### config.mk
export PLATFORM = sky130hd
export DESIGN_NAME = board_io_bridge
export DESIGN_NICKNAME = d
export VERILOG_FILES = /design/src/rtl/io_pkg.sv /design/src/rtl/key_debouncer.sv /design/src/rtl/board_io_bridge.sv
export SDC_FILE = /design/constraint.sdc
export NUM_CORES = 1
export LEC_CHECK = 0
export BUFFER_PORTS_ARGS = -buffer_cell sky130_fd_sc_hd__buf_4
export CORE_MARGIN = 1.5
export CORE_UTILIZATION = 59
export CTS_BUF_LIST = sky130_fd_sc_hd__clkbuf_16
export DETAILED_ROUTE_END_ITERATION = 8
export HOLD_SLACK_MARGIN = 0.1
export PLACE_DENSITY = 0.87
export SLEW_MARGIN = 40
export SYNTH_ARGS = -nofsm -noshare
export SYNTH_HDL_FRONTEND = slang
export SYNTH_HIERARCHICAL = 1
export SYNTH_SLANG_ARGS = --single-unit
### constraint.sdc
create_clock -name clock -period 5.7 [get_ports clock]
set_input_delay 0.57 -clock clock [delete_from_list [all_inputs] [get_ports clock]]
set_output_delay 0.57 -clock clock [all_outputs]
set_load 0.01 [all_outputs]
### src/rtl/io_pkg.sv
// Shared constants, io_output_bus field layout and key FSM encoding for the board I/O bridge.
package io_pkg;

    localparam int NUM_KEYS  = 4;
    localparam int NUM_SW    = 10;
    localparam int NUM_HEX   = 6;
    localparam int HEX_WIDTH = 7;

    // Width of the core-facing buses.
    localparam int IN_BUS_W  = NUM_KEYS + NUM_SW;
    localparam int OUT_BUS_W = NUM_SW + NUM_HEX * HEX_WIDTH;

    // io_output_bus field offsets: LED in the low bits, then HEX0..HEX5 upward.
    localparam int LED_LSB  = 0;
    localparam int HEX0_LSB = 10;
    localparam int HEX1_LSB = 17;
    localparam int HEX2_LSB = 24;
    localparam int HEX3_LSB = 31;
    localparam int HEX4_LSB = 38;
    localparam int HEX5_LSB = 45;

    // Encoding chosen so bit 1 is the debounced "pressed" level, giving a
    // flop-direct output in PRESSED and WAIT_RELEASE.
    typedef enum logic [1:0] {
        KEY_RELEASED     = 2'b00,
        KEY_WAIT_PRESS   = 2'b01,
        KEY_PRESSED      = 2'b11,
        KEY_WAIT_RELEASE = 2'b10
    } key_state_e;

    // Seven-segment pads are active-low: a lit segment in the core field drives 0.
    function automatic logic [HEX_WIDTH-1:0] seg_drive(input logic [HEX_WIDTH-1:0] field);
        return ~field;
    endfunction

endpackage

### src/rtl/key_debouncer.sv
// One push-button: input synchronizer, four-state debounce FSM and stable-cycle counter.
module key_debouncer
    import io_pkg::*;
#(
    parameter int DEBOUNCE_CYCLES = 500000,
    parameter int SYNC_STAGES     = 2
) (
    input  logic clock,
    input  logic reset,
    input  logic key_n,
    output logic key_db
);

    localparam int CNT_W = $clog2(DEBOUNCE_CYCLES);
    // The transition fires on the edge where the count would reach DEBOUNCE_CYCLES-1,
    // so the output moves SYNC_STAGES + DEBOUNCE_CYCLES edges after a raw change.
    localparam logic [CNT_W-1:0] CNT_LAST = CNT_W'(DEBOUNCE_CYCLES - 2);

    logic [SYNC_STAGES-1:0] r_sync;
    key_state_e             r_state;
    key_state_e             w_state_nxt;
    logic [CNT_W-1:0]       r_cnt;
    logic [CNT_W-1:0]       w_cnt_nxt;
    logic                   w_pressed;

    // Synchronizer chain; resets to the released (high) level.
    always_ff @(posedge clock or negedge reset) begin
        if (!reset) begin
            r_sync <= '1;
        end else begin
            r_sync <= {r_sync[SYNC_STAGES-2:0], key_n};
        end
    end

    assign w_pressed = ~r_sync[SYNC_STAGES-1];

    // Next-state and counter logic; the counter clears on every state change and
    // stops at CNT_LAST, so it can never wrap.
    always_comb begin
        w_state_nxt = r_state;
        w_cnt_nxt   = r_cnt;
        case (r_state)
            KEY_RELEASED: begin
                w_cnt_nxt = {CNT_W{1'b0}};
                if (w_pressed) begin
                    w_state_nxt = KEY_WAIT_PRESS;
                end else begin
                    w_state_nxt = KEY_RELEASED;
                end
            end
            KEY_WAIT_PRESS: begin
                if (!w_pressed) begin
                    w_state_nxt = KEY_RELEASED;
                    w_cnt_nxt   = {CNT_W{1'b0}};
                end else if (r_cnt == CNT_LAST) begin
                    w_state_nxt = KEY_PRESSED;
                    w_cnt_nxt   = {CNT_W{1'b0}};
                end else begin
                    w_cnt_nxt   = r_cnt + {{(CNT_W-1){1'b0}}, 1'b1};
                end
            end
            KEY_PRESSED: begin
                w_cnt_nxt = {CNT_W{1'b0}};
                if (!w_pressed) begin
                    w_state_nxt = KEY_WAIT_RELEASE;
                end else begin
                    w_state_nxt = KEY_PRESSED;
                end
            end
            KEY_WAIT_RELEASE: begin
                if (w_pressed) begin
                    w_state_nxt = KEY_PRESSED;
                    w_cnt_nxt   = {CNT_W{1'b0}};
                end else if (r_cnt == CNT_LAST) begin
                    w_state_nxt = KEY_RELEASED;
                    w_cnt_nxt   = {CNT_W{1'b0}};
                end else begin
                    w_cnt_nxt   = r_cnt + {{(CNT_W-1){1'b0}}, 1'b1};
                end
            end
            default: begin
                w_state_nxt = KEY_RELEASED;
                w_cnt_nxt   = {CNT_W{1'b0}};
            end
        endcase
    end

    // State and counter registers.
    always_ff @(posedge clock or negedge reset) begin
        if (!reset) begin
            r_state <= KEY_RELEASED;
            r_cnt   <= {CNT_W{1'b0}};
        end else begin
            r_state <= w_state_nxt;
            r_cnt   <= w_cnt_nxt;
        end
    end

    assign key_db = r_state[1];

endmodule

### src/rtl/board_io_bridge.sv
// Board I/O bridge: debounced keys and synchronized switches to the core,
// registered seven-segment and LED drives from the core.
module board_io_bridge
    import io_pkg::*;
#(
    parameter int DEBOUNCE_CYCLES = 500000,
    parameter int SYNC_STAGES     = 2
) (
    input  logic                 clock,
    input  logic                 reset,
    input  logic [NUM_KEYS-1:0]  key_n,
    input  logic [NUM_SW-1:0]    sw,
    output logic [IN_BUS_W-1:0]  io_input_bus,
    input  logic [OUT_BUS_W-1:0] io_output_bus,
    output logic [HEX_WIDTH-1:0] hex0_n,
    output logic [HEX_WIDTH-1:0] hex1_n,
    output logic [HEX_WIDTH-1:0] hex2_n,
    output logic [HEX_WIDTH-1:0] hex3_n,
    output logic [HEX_WIDTH-1:0] hex4_n,
    output logic [HEX_WIDTH-1:0] hex5_n,
    output logic [NUM_SW-1:0]    led
);

    logic [SYNC_STAGES-1:0][NUM_SW-1:0]  r_sw_sync;
    logic [NUM_HEX-1:0][HEX_WIDTH-1:0]   r_hex;
    logic [NUM_SW-1:0]                   r_led;
    logic [NUM_KEYS-1:0]                 w_key_db;

    // Switch synchronizer chain; switches are used as-is, no debouncing.
    always_ff @(posedge clock or negedge reset) begin
        if (!reset) begin
            r_sw_sync <= '0;
        end else begin
            r_sw_sync <= {r_sw_sync[SYNC_STAGES-2:0], sw};
        end
    end

    for (genvar g = 0; g < NUM_KEYS; g++) begin : g_key
        key_debouncer #(
            .DEBOUNCE_CYCLES (DEBOUNCE_CYCLES),
            .SYNC_STAGES     (SYNC_STAGES)
        ) u_key (
            .clock  (clock),
            .reset  (reset),
            .key_n  (key_n[g]),
            .key_db (w_key_db[g])
        );
    end

    assign io_input_bus = {w_key_db, r_sw_sync[SYNC_STAGES-1]};

    // Output registers: inverted hex fields and LED field, one cycle of latency.
    always_ff @(posedge clock or negedge reset) begin
        if (!reset) begin
            r_hex <= '1;
            r_led <= '0;
        end else begin
            for (int i = 0; i < NUM_HEX; i++) begin
                r_hex[i] <= seg_drive(io_output_bus[HEX0_LSB + i*HEX_WIDTH +: HEX_WIDTH]);
            end
            r_led <= io_output_bus[LED_LSB +: NUM_SW];
        end
    end

    assign hex0_n = r_hex[0];
    assign hex1_n = r_hex[1];
    assign hex2_n = r_hex[2];
    assign hex3_n = r_hex[3];
    assign hex4_n = r_hex[4];
    assign hex5_n = r_hex[5];
    assign led    = r_led;

endmodule

Yosys cells after proc, flatten, opt, wreduce, memory -nomap -nowiden
Cells that the tools add are included.
- bits in registers: 164
- word-level logic and storage cells: 111
- add/subtract/negate cells: 4
- equal/unequal tests: 24
- muxes and demuxes: 44
- bitwise gates (word level): 6
- reduce and logical (&&, ||, !) cells: 12
- operators by type and width (operator ; number):
    $mux W19 ; 12
    $pmux W19 S3 ; 4
    $add A19 B1 Y19 const B ; 4
    $eq A19 B19 Y1 const B ; 4
    $not A7 Y7 ; 6
    $mux W2 ; 16
    $pmux W2 S4 ; 4
    $eq A2 B2 Y1 const B ; 8
    $ne A3 B1 Y1 const B ; 4
    $ne A3 B3 Y1 const B ; 4
    $eq A2 B1 Y1 const B ; 4
    $logic_not A2 Y1 ; 4
    $mux W1 ; 8
    $reduce_and A2 Y1 ; 4
    $reduce_or A2 Y1 ; 4

Logic depth before layout (Yosys ltp)
- word-level depth: 4
- depth in mapped cells: 7
- mapped depth without buffers: 6

Modules after synthesis
Netlist, hierarchy kept.
- modules (own cells, without submodules) (module ; times used ; cells an instance ; area each (µm²) ; sequential area each (µm²)):
    key_debouncer at g_key[1].u_key ... ; 2 ; 122 ; 1231.2 ; 578.1
    board_io_bridge ; 1 ; 124 ; 2087.0 ; 1854.3
    key_debouncer at g_key[3].u_key ; 1 ; 123 ; 1236.2 ; 578.1
    key_debouncer at g_key[0].u_key ; 1 ; 124 ; 1231.2 ; 578.1

Least setup slack after synthesis
Ideal clock, no wire load.
- path kind: flip-flop to flip-flop
- from: reg g_key[3].u_key.r_cnt[10]
- to: reg g_key[3].u_key.r_state[1]
- arrival time: 1.959 ns
- setup slack: 3.616 ns
- cell stages (with the launch flop): 5
- path through: dfrtp_1 > or4b_1 > or4_4 > o21ai_0 > mux2_2
- cells in the longest elaborated chain, start to end: 3
- ends and longest elaborated chain (item ; line ; source):
    start: declaration ; key_debouncer.sv:22 ; logic [CNT_W-1:0] r_cnt;
    start signal: assignment ; key_debouncer.sv:92 ; r_cnt <= {CNT_W{1'b0}};
    start signal: assignment ; key_debouncer.sv:95 ; r_cnt <= w_cnt_nxt;
    $eq A19 B19 Y1 (*) ; key_debouncer.sv:55, key_debouncer.sv:74 ;
    $ne A3 B3 Y1 (no line) / $ne A3 B1 Y1 (equally long branches) ; -- ;
    $reduce_and A2 Y1 (no line) (*) ; -- ;
    end signal: assignment ; key_debouncer.sv:94 ; r_state <= w_state_nxt;
    end: declaration ; key_debouncer.sv:20 ; key_state_e r_state;
Every way passes the cells marked *; elsewhere a longest branch is shown, timed or not.
A chain may end at the register's enable or synchronous reset.

Final worst setup path
- from: reg g_key[0].u_key.r_cnt[0]
- to: reg g_key[0].u_key.r_cnt[11]
- cells in the longest elaborated chain, start to end: 4
- ends and longest elaborated chain (item ; line ; source):
    start: declaration ; key_debouncer.sv:22 ;
    start signal: assignment ; key_debouncer.sv:92 ;
    start signal: assignment ; key_debouncer.sv:95 ;
    $add A19 B1 Y19 / $eq A19 B19 Y1 (equally long branches) ; -- ;
    $mux W19 (*) ; key_debouncer.sv:55, key_debouncer.sv:74 ;
    $mux W19 (on tied branches) ; key_debouncer.sv:71, key_debouncer.sv:52 ;
    $pmux W19 S3 (*) ; key_debouncer.sv:42 ; case (r_state)
    net g_key[0].u_key.w_cnt_nxt[11] ; key_debouncer.sv:23 ; logic [CNT_W-1:0] w_cnt_nxt;
Mark *: on every way through the listed nets, which the timed path passes. The rest lies on a longest branch.

==> flow_summary.ini <==
[die]
fp.dieW_microns = 112
coreArea_sq_um = 11500
die_h_microns = 112
die_area_sq_um = 12600
rows = 39
io_pins = 134
initial_core_util_pct = 60.9

[critical_path]
cp-start-kind = flip-flop
r2r_slack_ns = 3.45
r2r_cells = 6
critPathSlowestCell = o21ai_2
critPathArrivalTime_ns = 2.52
r2r_end = g_key[0].u_key/r_cnt[11]$_DFF_PN0_
cp_max_fo = 18
cp.required_ns = 5.97
critical_path.max_stage_delay_ns = 0.61
reg2reg_from = g_key[0].u_key/r_cnt[0]$_DFF_PN0_
path_cells = inv_1, ha_1, nor4bb_1, nand3_1, o21ai_2, nor2_1
end_kind = flip-flop
path_class = reg2reg

[global_route]
met3_usage_pct = 8.53
grt_pass1_vias = 5076
grt_max_degree = 101
gr-usage-met1_pct = 28.1
groute.usage.overall_pct = 24.1
busiest_layer = met2
grt_pass1_wl_microns = 23800
gr-usage-met2_pct = 42.0
grt-ovfl-total = 0
antenna_found_initial = 0

[synthesis]
yosysSeqAreaShare_pct = 59.4
ys_ff_latch = 164
yosys-top-cells-area = dfrtp_1 41%, dfstp_2 19%, ha_1 4.3%
avgSynthCellArea_sq_um = 11.4
synth_top_cell_area_share_pct = 40.7
netlist_area_sq_um = 7020
netlist_top_cells_count = 114 x dfrtp_1, 74 x nor2_1, 68 x inv_1, 50 x dfstp_2, 34 x xnor2_1
ys_types = 51
async_flop_share_pct = 100
yosys.area.top_type = dfrtp_1
yosys_warnings = 6
syn_inst = 615
synth_edf_count = 0
syn_nets = 707
ys.flop_type = dfrtp_1
synth_most_common_cell = dfrtp_1

[pwr]
leakagePower_nw = 3.89
max-vdd-ir-drop_v = 0.000246
p_per_area_nw_per_um2 = 306

[cells_and_area]
n_antenna_cell = 0
n_fill_cell = 752
final_area_sq_um = 8650
drive_gt1_share_pct = 31.1
stdcell_count = 908
nets = 844
multiInputGateArea_sq_um = 2490
regArea_sq_um = 4170
syn_to_final_growth_pct = 23.3

[route]
wl_per_cell_microns = 15.5
firstDrtPassIters = 7
ant_nets = 0
vias_per_cell = 5.48
drt-initial-drc-count = 342
drc_errors = 8
wirelength_microns = 14100
routed-via-count = 4972

[clock_network]
clk_pin_slew_ns = 0.06
cts_resized = 0
post_cts_buffers = 0
cts_inserted_buffers = 17
clkLatencyLatePin_ns = 0.43
cts-hold-fix-buffers = 0
clock_path_buffers = 2
cts_tree = built
clockRootBuffer = clkbuf_16
h-tree-depth = 4
cts_sinks = 164

[placed_design]
dpl_cell_area_sq_um = 8100
dp.cells = 876
hpwlAfterDp_microns = 9570
dp_slack_ns = 3.48
io_buffer_count = 133
place.gp.congestion = 0.807

[run_status]
violations = DRC
status = complete, but fails checks

[timing]
period_needed_ns = 2.25
drv_slew = 0
finalSetupViolCount = 0
rsz0062_at_grt = no
relSlewSlack_pct = 51.8
finalHoldViolCount = 0
fin_ws_ns = 3.45
tns_ns = 0
period_share_pct = 39.5
whs_ns = 0.148
fin_skew_ns = 0.0131
max_freq_mhz = 444
tightest_slew_ns = 0.723

[worst_hold_path]
min_path_type = in2async

[job]
maxCapViolCount = 0
how the worst max path moves through the flow:
stage	start	slack, ns	endpoint
2_1_floorplan	g_key[3].u_key/r_cnt[10]$_DFF_PN0_	3.62	g_key[3].u_key/r_state[1]$_DFFE_PN0P_
3_3_place_gp	g_key[3].u_key/r_cnt[10]$_DFF_PN0_	3.55	g_key[3].u_key/r_cnt[15]$_DFF_PN0_
3_5_place_dp	g_key[3].u_key/r_cnt[10]$_DFF_PN0_	3.48	g_key[3].u_key/r_cnt[7]$_DFF_PN0_
4_1_cts	g_key[3].u_key/r_cnt[10]$_DFF_PN0_	3.47	g_key[3].u_key/r_state[1]$_DFFE_PN0P_
5_1_grt	g_key[0].u_key/r_cnt[0]$_DFF_PN0_	3.26	g_key[0].u_key/r_cnt[11]$_DFF_PN0_
6_report	g_key[0].u_key/r_cnt[0]$_DFF_PN0_	3.45	g_key[0].u_key/r_cnt[11]$_DFF_PN0_
flip-flops by register name, indices dropped and copies added, names as in the netlist, 8 cells and up:
| register | count |
|---|---|
| g_key.u_key/r_cnt | 76 |
| io_input_bus | 10 |
| g_key.u_key/r_state | 8 |
| r_sw_sync | 10 |
| led | 10 |
| g_key.u_key/r_sync | 8 |
cell usage in the layout (no fill, tap or decap), drive strengths merged, types with 3 or more instances in the layout:
| master | synthesis | layout |
|---|---|---|
| inv | 68 | 75 |
| o211ai | 5 | 5 |
| o31ai | 8 | 8 |
| a21oi | 20 | 20 |
| nor3 | 7 | 7 |
| dfstp | 50 | 50 |
| or4 | 11 | 11 |
| xnor2 | 34 | 34 |
| dfrtp | 114 | 114 |
| xor2 | 21 | 21 |
| nor2 | 74 | 74 |
| nand2b | 3 | 3 |
| ha | 24 | 24 |
| nor3b | 4 | 4 |
| nor4 | 16 | 16 |
| or2 | 3 | 3 |
| o21ai | 15 | 15 |
| nand3 | 28 | 28 |
| nand4 | 22 | 22 |
| clkinv | 0 | 6 |
| mux2 | 4 | 4 |
| nor4bb | 3 | 3 |
| or3 | 8 | 8 |
| and4 | 8 | 8 |
| nor4b | 3 | 3 |
| buf | 14 | 134 |
| nand2 | 30 | 30 |
| clkbuf | 2 | 19 |
where the power goes:
| group | internal, mW | switching, mW | leakage, nW | total, mW |
|---|---|---|---|---|
| logic | 0.139 | 0.180 | 1.56 | 0.319 |
| clock network | 0.597 | 0.441 | 0.288 | 1.04 |
| registers | 1.24 | 0.0520 | 2.04 | 1.29 |
| total | 1.97 | 0.673 | 3.89 | 2.64 |
cell families after synthesis:
group,synth area share (%)
AND/OR/NAND/NOR,19.1
flip-flops,59.4
buffers and inverters,5.19
XOR/XNOR,6.87
AO/OA/AOI/OAI,4.44
adder cells (fa/ha/maj),4.28
multiplexers,0.785
critical path, delay by kind of cell, from the launching register on:
kind	cells	cell delay, ns
AO/OA/AOI/OAI	1	0.61
adder cells (fa/ha/maj)	1	0.13
AND/OR/NAND/NOR	3	0.85
flip-flops	1	0.43
buffers and inverters	1	0.09
layout make-up:
| type | instances | share of cell area [%] |
|---|---|---|
| flip-flops and latches | 164 | 48.2 |
| multi-input cells | 367 | 28.8 |
| clock buffers | 19 | 5.50 |
| well taps | 143 | 2.07 |
| inverters | 68 | 2.95 |
| clock inverters | 13 | 0.752 |
| repair buffers | 134 | 11.8 |
metrics by stage:
step / total power, mW / util [%]
final: 2.64 / 75.1
after global routing: 2.76 / 75.1
after detailed placement: 1.62 / 70.3
after global placement: 1.60 / 70.3
after floorplan: 1.47 / -
after CTS: 2.67 / 75.0
routing by layer:
metal / vias to the layer above / share of wire, %
li1: 2342 / -
met1: 2414 / 39
met2: 188 / 52
met3: 28 / 7.9
met4: 0 / 1.6
met5: - / 0
Power figures use the tool's default switching activity.
